==> config.mk <==
export PLATFORM = sky130hd
export DESIGN_NAME = aa_window_gen_flat
export DESIGN_NICKNAME = d
export VERILOG_FILES = /design/src/rtl/aa_window_gen_if.sv /design/src/rtl/aa_window_gen.sv /design/src/flat_wrapper.sv
export SDC_FILE = /design/constraint.sdc
export NUM_CORES = 1
export LEC_CHECK = 0
export ABC_AREA = 1
export ABC_CLOCK_PERIOD_IN_PS = 67700
export CAP_MARGIN = 20
export CORE_AREA = 2 2 282 284
export CTS_CLUSTER_DIAMETER = 40
export DETAILED_ROUTE_END_ITERATION = 8
export DIE_AREA = 0 0 284 286
export DONT_BUFFER_PORTS = 1
export PLACE_DENSITY_LB_ADDON = 0.25
export REMOVE_ABC_BUFFERS = 1
export SLEW_MARGIN = 10
export SYNTH_ARGS = -nofsm -noshare
export SYNTH_HDL_FRONTEND = slang
export SYNTH_SLANG_ARGS = --single-unit
export TNS_END_PERCENT = 100
==> constraint.sdc <==
create_clock -name clk -period 67.7 [get_ports clk]
set_input_delay 6.77 -clock clk [delete_from_list [all_inputs] [get_ports clk]]
set_output_delay 6.77 -clock clk [all_outputs]
set_load 0.01 [all_outputs]
==> src/rtl/aa_window_gen_if.sv <==
// Stream interface for aa_window_gen: pixel input stream and cross-window output stream.
// Optional AA_EDGE_FLAG_EN adds the threshold input th and the m_edge output flag.
interface aa_window_gen_if #(
   parameter int PIX_W = 8,
   parameter int IMG_W = 64,
   parameter int IMG_H = 64
);
   logic                       s_valid;
   logic                       s_ready;
   logic [PIX_W-1:0]           s_pix;
   logic                       m_valid;
   logic                       m_ready;
   logic [PIX_W-1:0]           m_center;
   logic [PIX_W-1:0]           m_up;
   logic [PIX_W-1:0]           m_down;
   logic [PIX_W-1:0]           m_left;
   logic [PIX_W-1:0]           m_right;
   logic                       m_border;
   logic [$clog2(IMG_H)-1:0]   m_row;
   logic [$clog2(IMG_W)-1:0]   m_col;
   logic                       m_last;
`ifdef AA_EDGE_FLAG_EN
   logic [PIX_W-1:0]           th;
   logic                       m_edge;

   modport master (
      output s_valid, s_pix, m_ready, th,
      input  s_ready, m_valid, m_center, m_up, m_down, m_left, m_right,
             m_border, m_row, m_col, m_last, m_edge
   );
   modport slave (
      input  s_valid, s_pix, m_ready, th,
      output s_ready, m_valid, m_center, m_up, m_down, m_left, m_right,
             m_border, m_row, m_col, m_last, m_edge
   );
`else
   modport master (
      output s_valid, s_pix, m_ready,
      input  s_ready, m_valid, m_center, m_up, m_down, m_left, m_right,
             m_border, m_row, m_col, m_last
   );
   modport slave (
      input  s_valid, s_pix, m_ready,
      output s_ready, m_valid, m_center, m_up, m_down, m_left, m_right,
             m_border, m_row, m_col, m_last
   );
`endif
endinterface

==> src/rtl/aa_window_gen.sv <==
// Streaming cross-window generator: raster pixels in, centre + up/down/left/right out, borders replicated.
// Optional feature macro AA_EDGE_FLAG_EN adds a registered threshold edge flag (m_edge).
module aa_window_gen #(
   parameter int PIX_W = 8,
   parameter int IMG_W = 64,
   parameter int IMG_H = 64
) (
   input logic            clk,
   input logic            reset_n,
   aa_window_gen_if.slave bus
);
   localparam int N_PIX = IMG_W * IMG_H;
   localparam int IW    = $clog2(N_PIX);
   localparam int RW    = $clog2(IMG_H);
   localparam int CW    = $clog2(IMG_W);
   localparam int HD    = 2 * IMG_W + 1;

   localparam logic [1:0] ST_FILL  = 2'd0;
   localparam logic [1:0] ST_RUN   = 2'd1;
   localparam logic [1:0] ST_FLUSH = 2'd2;

   logic [1:0]       r_state;
   logic [IW-1:0]    r_in_idx;
   logic [RW-1:0]    r_ld_row;
   logic [CW-1:0]    r_ld_col;
   logic [PIX_W-1:0] r_hist [HD];

   logic             r_m_valid;
   logic [PIX_W-1:0] r_m_center, r_m_up, r_m_down, r_m_left, r_m_right;
   logic             r_m_border;
   logic [RW-1:0]    r_m_row;
   logic [CW-1:0]    r_m_col;
   logic             r_m_last;

   logic             w_s_ready;
   logic             w_out_free;
   logic             w_in_fire;
   logic             w_flush_load;
   logic             w_load;
   logic             w_frame_done;
   logic             w_top, w_bot, w_lft, w_rgt;
   logic [PIX_W-1:0] w_ctr, w_up, w_down, w_left, w_right;

   assign w_out_free = !r_m_valid | bus.m_ready;

   // NOTE: every always_comb output gets a default first so no path can infer a latch.
   always_comb begin
      w_s_ready = 1'b0;
      case (r_state)
         ST_FILL: w_s_ready = 1'b1;
         ST_RUN:  w_s_ready = w_out_free;
         default: w_s_ready = 1'b0;
      endcase
   end

   assign w_in_fire    = bus.s_valid & w_s_ready;
   assign w_flush_load = (r_state == ST_FLUSH) & w_out_free & !(r_m_valid & r_m_last);
   assign w_load       = ((r_state == ST_RUN) & w_in_fire) | w_flush_load;
   assign w_frame_done = (r_state == ST_FLUSH) & r_m_valid & r_m_last & bus.m_ready;

   // History slot j holds the pixel accepted j+1 inputs ago; the window centre sits IMG_W slots back.
   assign w_top   = (r_ld_row == '0);
   assign w_bot   = (r_ld_row == RW'(IMG_H - 1));
   assign w_lft   = (r_ld_col == '0);
   assign w_rgt   = (r_ld_col == CW'(IMG_W - 1));
   assign w_ctr   = r_hist[IMG_W];
   assign w_up    = w_top ? w_ctr : r_hist[2 * IMG_W];
   assign w_down  = w_bot ? w_ctr : r_hist[0];
   assign w_left  = w_lft ? w_ctr : r_hist[IMG_W + 1];
   assign w_right = w_rgt ? w_ctr : r_hist[IMG_W - 1];

   // NOTE: the history is pure data storage and is deliberately left out of reset;
   // border replication guarantees stale entries never reach an output.
   always_ff @(posedge clk) begin
      if (w_in_fire | w_flush_load) begin
         r_hist[0] <= bus.s_pix;
         for (int i = 1; i < HD; i++) r_hist[i] <= r_hist[i-1];
      end
   end

   // NOTE: sequential state uses non-blocking assignments only, so every register sees pre-edge values.
   always_ff @(posedge clk) begin
      if (!reset_n) begin
         r_state    <= ST_FILL;
         r_in_idx   <= '0;
         r_ld_row   <= '0;
         r_ld_col   <= '0;
         r_m_valid  <= 1'b0;
         r_m_center <= '0;
         r_m_up     <= '0;
         r_m_down   <= '0;
         r_m_left   <= '0;
         r_m_right  <= '0;
         r_m_border <= 1'b0;
         r_m_row    <= '0;
         r_m_col    <= '0;
         r_m_last   <= 1'b0;
      end else begin
         case (r_state)
            ST_FILL: if (w_in_fire) begin
               r_in_idx <= r_in_idx + 1'b1;
               if (r_in_idx == IW'(IMG_W)) r_state <= ST_RUN;
            end
            ST_RUN: if (w_in_fire) begin
               if (r_in_idx == IW'(N_PIX - 1)) r_state  <= ST_FLUSH;
               else                            r_in_idx <= r_in_idx + 1'b1;
            end
            ST_FLUSH: if (w_frame_done) begin
               r_state  <= ST_FILL;
               r_in_idx <= '0;
            end
            default: r_state <= ST_FILL;
         endcase

         if (w_load) begin
            r_m_valid  <= 1'b1;
            r_m_center <= w_ctr;
            r_m_up     <= w_up;
            r_m_down   <= w_down;
            r_m_left   <= w_left;
            r_m_right  <= w_right;
            r_m_border <= w_top | w_bot | w_lft | w_rgt;
            r_m_row    <= r_ld_row;
            r_m_col    <= r_ld_col;
            r_m_last   <= w_bot & w_rgt;
            if (w_rgt) begin
               r_ld_col <= '0;
               if (!w_bot) r_ld_row <= r_ld_row + 1'b1;
            end else begin
               r_ld_col <= r_ld_col + 1'b1;
            end
         end else if (bus.m_ready) begin
            r_m_valid <= 1'b0;
         end

         if (w_frame_done) begin
            r_ld_row <= '0;
            r_ld_col <= '0;
         end
      end
   end

`ifdef AA_EDGE_FLAG_EN
   logic r_m_edge;
   logic w_edge;

   assign w_edge = (w_ctr > bus.th) &
                   ((w_up < bus.th) | (w_down < bus.th) | (w_left < bus.th) | (w_right < bus.th));

   always_ff @(posedge clk) begin
      if (!reset_n)    r_m_edge <= 1'b0;
      else if (w_load) r_m_edge <= w_edge;
   end

   assign bus.m_edge = r_m_edge;
`else
`endif

   assign bus.s_ready  = w_s_ready;
   assign bus.m_valid  = r_m_valid;
   assign bus.m_center = r_m_center;
   assign bus.m_up     = r_m_up;
   assign bus.m_down   = r_m_down;
   assign bus.m_left   = r_m_left;
   assign bus.m_right  = r_m_right;
   assign bus.m_border = r_m_border;
   assign bus.m_row    = r_m_row;
   assign bus.m_col    = r_m_col;
   assign bus.m_last   = r_m_last;

endmodule
==> src/flat_wrapper.sv <==
// flat-port wrapper written by rule: the top's interface ports become plain ports
module aa_window_gen_flat 
#(
   parameter int PIX_W = 8,
   parameter int IMG_W = 64,
   parameter int IMG_H = 64
)
  (clk, reset_n, bus_s_valid, bus_s_pix, bus_m_ready, bus_s_ready, bus_m_valid, bus_m_center, bus_m_up, bus_m_down, bus_m_left, bus_m_right, bus_m_border, bus_m_row, bus_m_col, bus_m_last);
  aa_window_gen_if #(.PIX_W(PIX_W), .IMG_W(IMG_W), .IMG_H(IMG_H)) bus_i ();
  input logic clk;
  input logic reset_n;
  input wire logic [$bits(bus_i.s_valid)-1:0] bus_s_valid;
  input wire logic [$bits(bus_i.s_pix)-1:0] bus_s_pix;
  input wire logic [$bits(bus_i.m_ready)-1:0] bus_m_ready;
  output wire logic [$bits(bus_i.s_ready)-1:0] bus_s_ready;
  output wire logic [$bits(bus_i.m_valid)-1:0] bus_m_valid;
  output wire logic [$bits(bus_i.m_center)-1:0] bus_m_center;
  output wire logic [$bits(bus_i.m_up)-1:0] bus_m_up;
  output wire logic [$bits(bus_i.m_down)-1:0] bus_m_down;
  output wire logic [$bits(bus_i.m_left)-1:0] bus_m_left;
  output wire logic [$bits(bus_i.m_right)-1:0] bus_m_right;
  output wire logic [$bits(bus_i.m_border)-1:0] bus_m_border;
  output wire logic [$bits(bus_i.m_row)-1:0] bus_m_row;
  output wire logic [$bits(bus_i.m_col)-1:0] bus_m_col;
  output wire logic [$bits(bus_i.m_last)-1:0] bus_m_last;
  assign bus_i.s_valid = bus_s_valid;
  assign bus_i.s_pix = bus_s_pix;
  assign bus_i.m_ready = bus_m_ready;
  assign bus_s_ready = bus_i.s_ready;
  assign bus_m_valid = bus_i.m_valid;
  assign bus_m_center = bus_i.m_center;
  assign bus_m_up = bus_i.m_up;
  assign bus_m_down = bus_i.m_down;
  assign bus_m_left = bus_i.m_left;
  assign bus_m_right = bus_i.m_right;
  assign bus_m_border = bus_i.m_border;
  assign bus_m_row = bus_i.m_row;
  assign bus_m_col = bus_i.m_col;
  assign bus_m_last = bus_i.m_last;
  aa_window_gen #(.PIX_W(PIX_W), .IMG_W(IMG_W), .IMG_H(IMG_H)) u_core (.clk(clk), .reset_n(reset_n), .bus(bus_i));
endmodule
# Word level (Yosys, flattened, before mapping)
# Memories as Yosys holds them, arrays and structs flattened.
# Index checks and enable logic that the tools add are counted.
dict set report totals {
  reg_bits 81
  ramBits 1032
  input_bits 12
  elab_cells 79
  memories 1
}
# memory words word_bits read_ports rd_ports_with_merged_regs write_ports line_no
set memory_table {}
lappend memory_table {u_core.r_hist 129 8 129 0 129 aa_window_gen.sv:26} ;# logic [PIX_W-1:0] r_hist [HD];
dict set report classes {
  add_sub_neg 3
  eq_ne 12
  n_mux 21
  bitwise 17
  reduce_logical 11
}
# operator count
set ops {}
lappend ops {{2-to-1 mux 12 bit} 4}
lappend ops {{one-hot mux 12 bit (3 select lines)} 1}
lappend ops {{2-to-1 mux 8 bit} 4}
lappend ops {{adder 12 x 1 -> 12 bit, second input constant} 1}
lappend ops {{adder 6 x 1 -> 6 bit, second input constant} 2}
lappend ops {{equality test 12 bit, second input constant} 1}
lappend ops {{equality test 12 x 7 -> 1 bit, second input constant} 1}
lappend ops {{equality test 6 bit, second input constant} 2}
lappend ops {{zero test 6 bit} 2}
lappend ops {{2-to-1 mux 2 bit} 5}
lappend ops {{AND reduction 5 bit} 2}
lappend ops {{AND 1 bit} 9}
lappend ops {{!= test 2 x 1 -> 1 bit, second input constant} 4}
lappend ops {{2-to-1 mux 6 bit} 1}
lappend ops {{bitwise OR 1 bit} 6}
lappend ops {{one-hot mux 2 bit (3 select lines)} 1}
lappend ops {{2-to-1 mux 1 bit} 4}
lappend ops {{!= test 2 bit, second input constant} 2}
lappend ops {{AND reduction 3 bit} 1}
lappend ops {{nonzero test 3 bit} 1}
lappend ops {{equality test 2 x 1 -> 1 bit, second input constant} 1}
lappend ops {{equality test 2 bit, second input constant} 1}
lappend ops {{zero test 1 bit} 2}
lappend ops {{zero test 2 bit} 1}
lappend ops {{4 further kinds} 5}

# Depth between registers and ports, before layout
dict set report logic_depth {
  depth_word 7
  mapped_depth 10
  ltp_nobuf 10
}

# Worst setup path after synthesis
# OpenSTA, ideal clock, no wires.
dict set report synth_path {
  kind {in2reg}
  start {in bus_m_ready}
  end {mem u_core.r_hist[0][0] (enable)}
  setup_time_ns 7.101
  arrival_ns 23.615
  required_time_ns 60.599
  path_slack_ns 36.984
  path_stages 4
  path_cell_list {inv_1 -> nand2_1 -> nand3_4 -> nand2_1}
}
# item line_no
set synth_rtl {}
lappend synth_rtl {{start, declared} flat_wrapper.sv:14} ;# input wire logic [$bits(bus_i.m_ready)-1:0] bus_m_ready;
lappend synth_rtl {{end, declared} aa_window_gen.sv:26}

# Final worst setup path
dict set report layout_path {
  start {in bus_m_ready}
  end {out bus_s_ready}
}
dict set report layout_via {
  elab_chain_len 2
}
# item line_no
set layout_lines {}
lappend layout_lines {{bitwise OR 1 bit} aa_window_gen.sv:44} ;# assign w_out_free = !r_m_valid | bus.m_ready;
lappend layout_lines {{one-hot mux 1 bit (2 select lines)} aa_window_gen.sv:49} ;# case (r_state)
lappend layout_lines {{end, declared} flat_wrapper.sv:15} ;# output wire logic [$bits(bus_i.s_ready)-1:0] bus_s_ready;
# No other way between the ends.

==> out/metrics.csv <==
stage,metric,value,unit
critical_path,critPathKind,input port to output port,
synthesis,synth_seq_cells,1113,
floorplanning,ioPinCount,68,
critical_path,cp_cell_sequence,inv_1 -> nand2_1 -> inv_1 -> a21oi_1,
synthesis,synth_area,34800,sq um
floorplanning,die_y,286,microns
min_path,hold_depth,0,
finish,final_cells,2847,
critical_path,endpoint_kind,output port,
global_routing,grt_start_max_net_pins,231,
critical_path,r2r_start,u_core.r_state[1],
synthesis,synth_top_area_cell,edfxtp_1,
global_routing,antenna_found_initial,3,
floorplanning,rows,103,
finish,nets,1714,
synthesis,yosysSeqAreaShare,93.7,%
synthesis,synth-async-reset-ratio,0,%
clock_network,clk_latency,0.67,ns
clock_network,cts.sinks,1113,
status,status,"complete, no violations",
critical_path,critical_path_arrival,7.27,ns
route,firstDrtPassIters,5,
finish,drive_above_1_share,11.9,%
finish,final_common_cell,edfxtp_1,
placed_design,dp.cells,2625,
global_routing,grt_pass1_vias,13200,
synthesis,ys.flop_type,edfxtp_1,
synthesis,netlist_instances,1591,
critical_path,required,60.93,ns
run,drv_cap,0,
timing,rsz0062_at_grt,no,
critical_path,path_buf_inv,2,
global_routing,grt-ovfl-total,0,
finish,post-route-util,51.2,%
route,dr_total_vias,13700,
critical_path,timing.critical_path.from,bus_m_ready,
route,totalWireLength,48900,microns
clock_network,cts_root_buf,clkbuf_16,
route,vias_per_cell,4.81,
route,first_iter_violations,1208,
critical_path,critPathTopFamily,compound AO/OA/AOI/OAI gates,
route,wl_per_cell,17.2,microns
finish,n_fill_cell,6185,
synthesis,synth_cell_types,30,
critical_path,critPathMostFrequentCell,inv_1,
placed_design,dpl.hpwl,23800,microns
clock_network,cts_setup_buffers,0,
timing,hold_viol,0,
route,drc,0,
timing,worst-slew-pin-transition,1.16,ns
finish,final_area,40100,sq um
clock_network,cts_inserted_buffers,116,
pwr,peakVddDrop,0.0225,mV
synthesis,synth_area_leaders,"edfxtp_1, dfxtp_1, nand2_1, o21ai_0, nor2_1",
floorplanning,die_area,81200,sq um
min_path,hp-start,u_core.r_hist[0][870],
critical_path,start_kind,input port,
clock_network,hold_buffers,0,
route,route.met3.wl,2730,microns
route,wl_met1,24200,microns
clock_network,cts_buffer_depth,3,
timing,finalCritPeriodShare,20.7,%
critical_path,reg2regPathDepth,7,
clock_network,cts_tree,built,
timing,max_freq,0.0712,GHz
synthesis,synth_top_area_share,89.0,%
route,wl_met2,20700,microns
timing,relSlewSlack,22.5,%
clock_network,cts_repair_resize_count,0,
floorplanning,core_area,78400,sq um
timing,setup_slack,53.66,ns
synthesis,synth_area_per_cell,21.9,sq um
timing,hold_ws,0.400,ns
global_routing,grt_first_pass_wirelength,74900,microns
critical_path,cp_max_fo,3,
timing,setup_viol,0,
synthesis,synth_warnings,0,
finish,areaGrowthSynthToFinish,15.2,%
timing,finalMaxSlewViolations,0,
clock_network,path_clk_slew,0.06,ns
clock_network,htree_levels,3,
floorplanning,initial_utilization,44.4,%
route,ant_nets,0,
pwr,leakagePower,11.7,nW
floorplanning,die_x,284,microns
placed_design,gp_congestion,0.721,
placed_design,place_ws,53.67,ns
critical_path,crit_slowest_cell,a21oi_1,
synthesis,synth_edf_count,1032,
route,top_layer,met4,
global_routing,grt_use_total,11.7,%
pwr,total_power,1.43,mW
pwr,cellPowerDensity,35.7,nW/um^2
finish,layout_common_cells,"edfxtp_1, nand2_1, clkbuf_16, nor2_1",
critical_path,cp.depth,4,
placed_design,placed_cell_area,36100,sq um
placed_design,io_buffers,0,
min_path,worstHoldPathType,register to register,
timing,finClkSkew,0.0263,ns
timing,finalSetupTns,0,ns
timing,fin_crit,14.04,ns
critical_path,slowest_delay,0.26,ns
==> state kept, by name, summed over array words and instances (netlist names) <==
register / cells
u_core.bus.m_valid: 1
u_core.bus.m_up: 8
u_core.r_in_idx: 12
u_core.r_hist: 1032
u_core.bus.m_col: 6
u_core.bus.m_right: 8
u_core.bus.m_down: 8
u_core.r_ld_col: 6
u_core.bus.m_last: 1
u_core.bus.m_border: 1
u_core.r_ld_row: 6
u_core.bus.m_row: 6
u_core.r_state: 2
u_core.bus.m_center: 8
u_core.bus.m_left: 8
==> power breakdown <==
part | switching [mW] | total [mW] | internal [mW]
clock network | 0.261 | 0.638 | 0.377
registers | 0.00644 | 0.775 | 0.768
logic | 0.0161 | 0.0190 | 0.00284
total | 0.284 | 1.43 | 1.15
==> final timing paths <==
path	to	slack [ns]
setup / recovery	bus_s_ready	53.66
hold / removal	u_core.r_hist[0][878]	0.40
setup reg to reg	u_core.r_hist[0][1019]	63.00
hold reg to reg	u_core.r_hist[0][878]	0.40
==> logic make-up after synthesis <==
family / Yosys count / synth area share [%]
compound gates: 129 / 1.87
xor+xnor: 3 / 0.0755
fa+ha+maj: 6 / 0.216
buf+inv: 72 / 0.945
flops: 1113 / 93.7
simple gates: 268 / 3.23
==> metal layers <==
| layer | vias up | GRT usage (%) |
|---|---|---|
| met1 | 7009 | 18.0 |
| met2 | 288 | 16.0 |
| met4 | 0 | 4.05 |
| met5 | - | 0 |
| li1 | 6287 | - |
| met3 | 107 | 3.37 |
==> synth_stat cells (2+ instances only) <==
library cell     n
xor2_1           3
o21ai_1          2
nor3_1           2
buf_4            2
inv_2            3
nand2_1        119
clkbuf_1         6
nor2_1         100
edfxtp_1      1032
buf_6            3
buf_2           14
ha_1             6
dfxtp_1         81
nand4_1         10
nand3_1         28
o21ai_0         81
a21oi_1         44
inv_1           41
nor2_2           3
==> worst reg2reg max path, cell delays in order (launching register included) <==
cell	delay (ns)
dfxtp_1	0.43
inv_2	0.12
nor2_8	0.16
nand3_4	0.11
nand2_4	0.60
buf_4	0.93
buf_4	0.96
buf_12	0.83
==> area by class of cell <==
type / instances / area, sq um / area share, %
Antenna cell: 2 / 5.00 / 0.0125
Clock buffer: 137 / 2980 / 7.43
Clock inverter: 80 / 958 / 2.39
Inverter: 45 / 169 / 0.421
Multi-Input combinational cell: 406 / 1890 / 4.70
Sequential cell: 1113 / 32600 / 81.3
Tap cell: 1050 / 1310 / 3.28
Timing Repair Buffer: 14 / 190 / 0.474
Power figures use the tool's default switching activity.
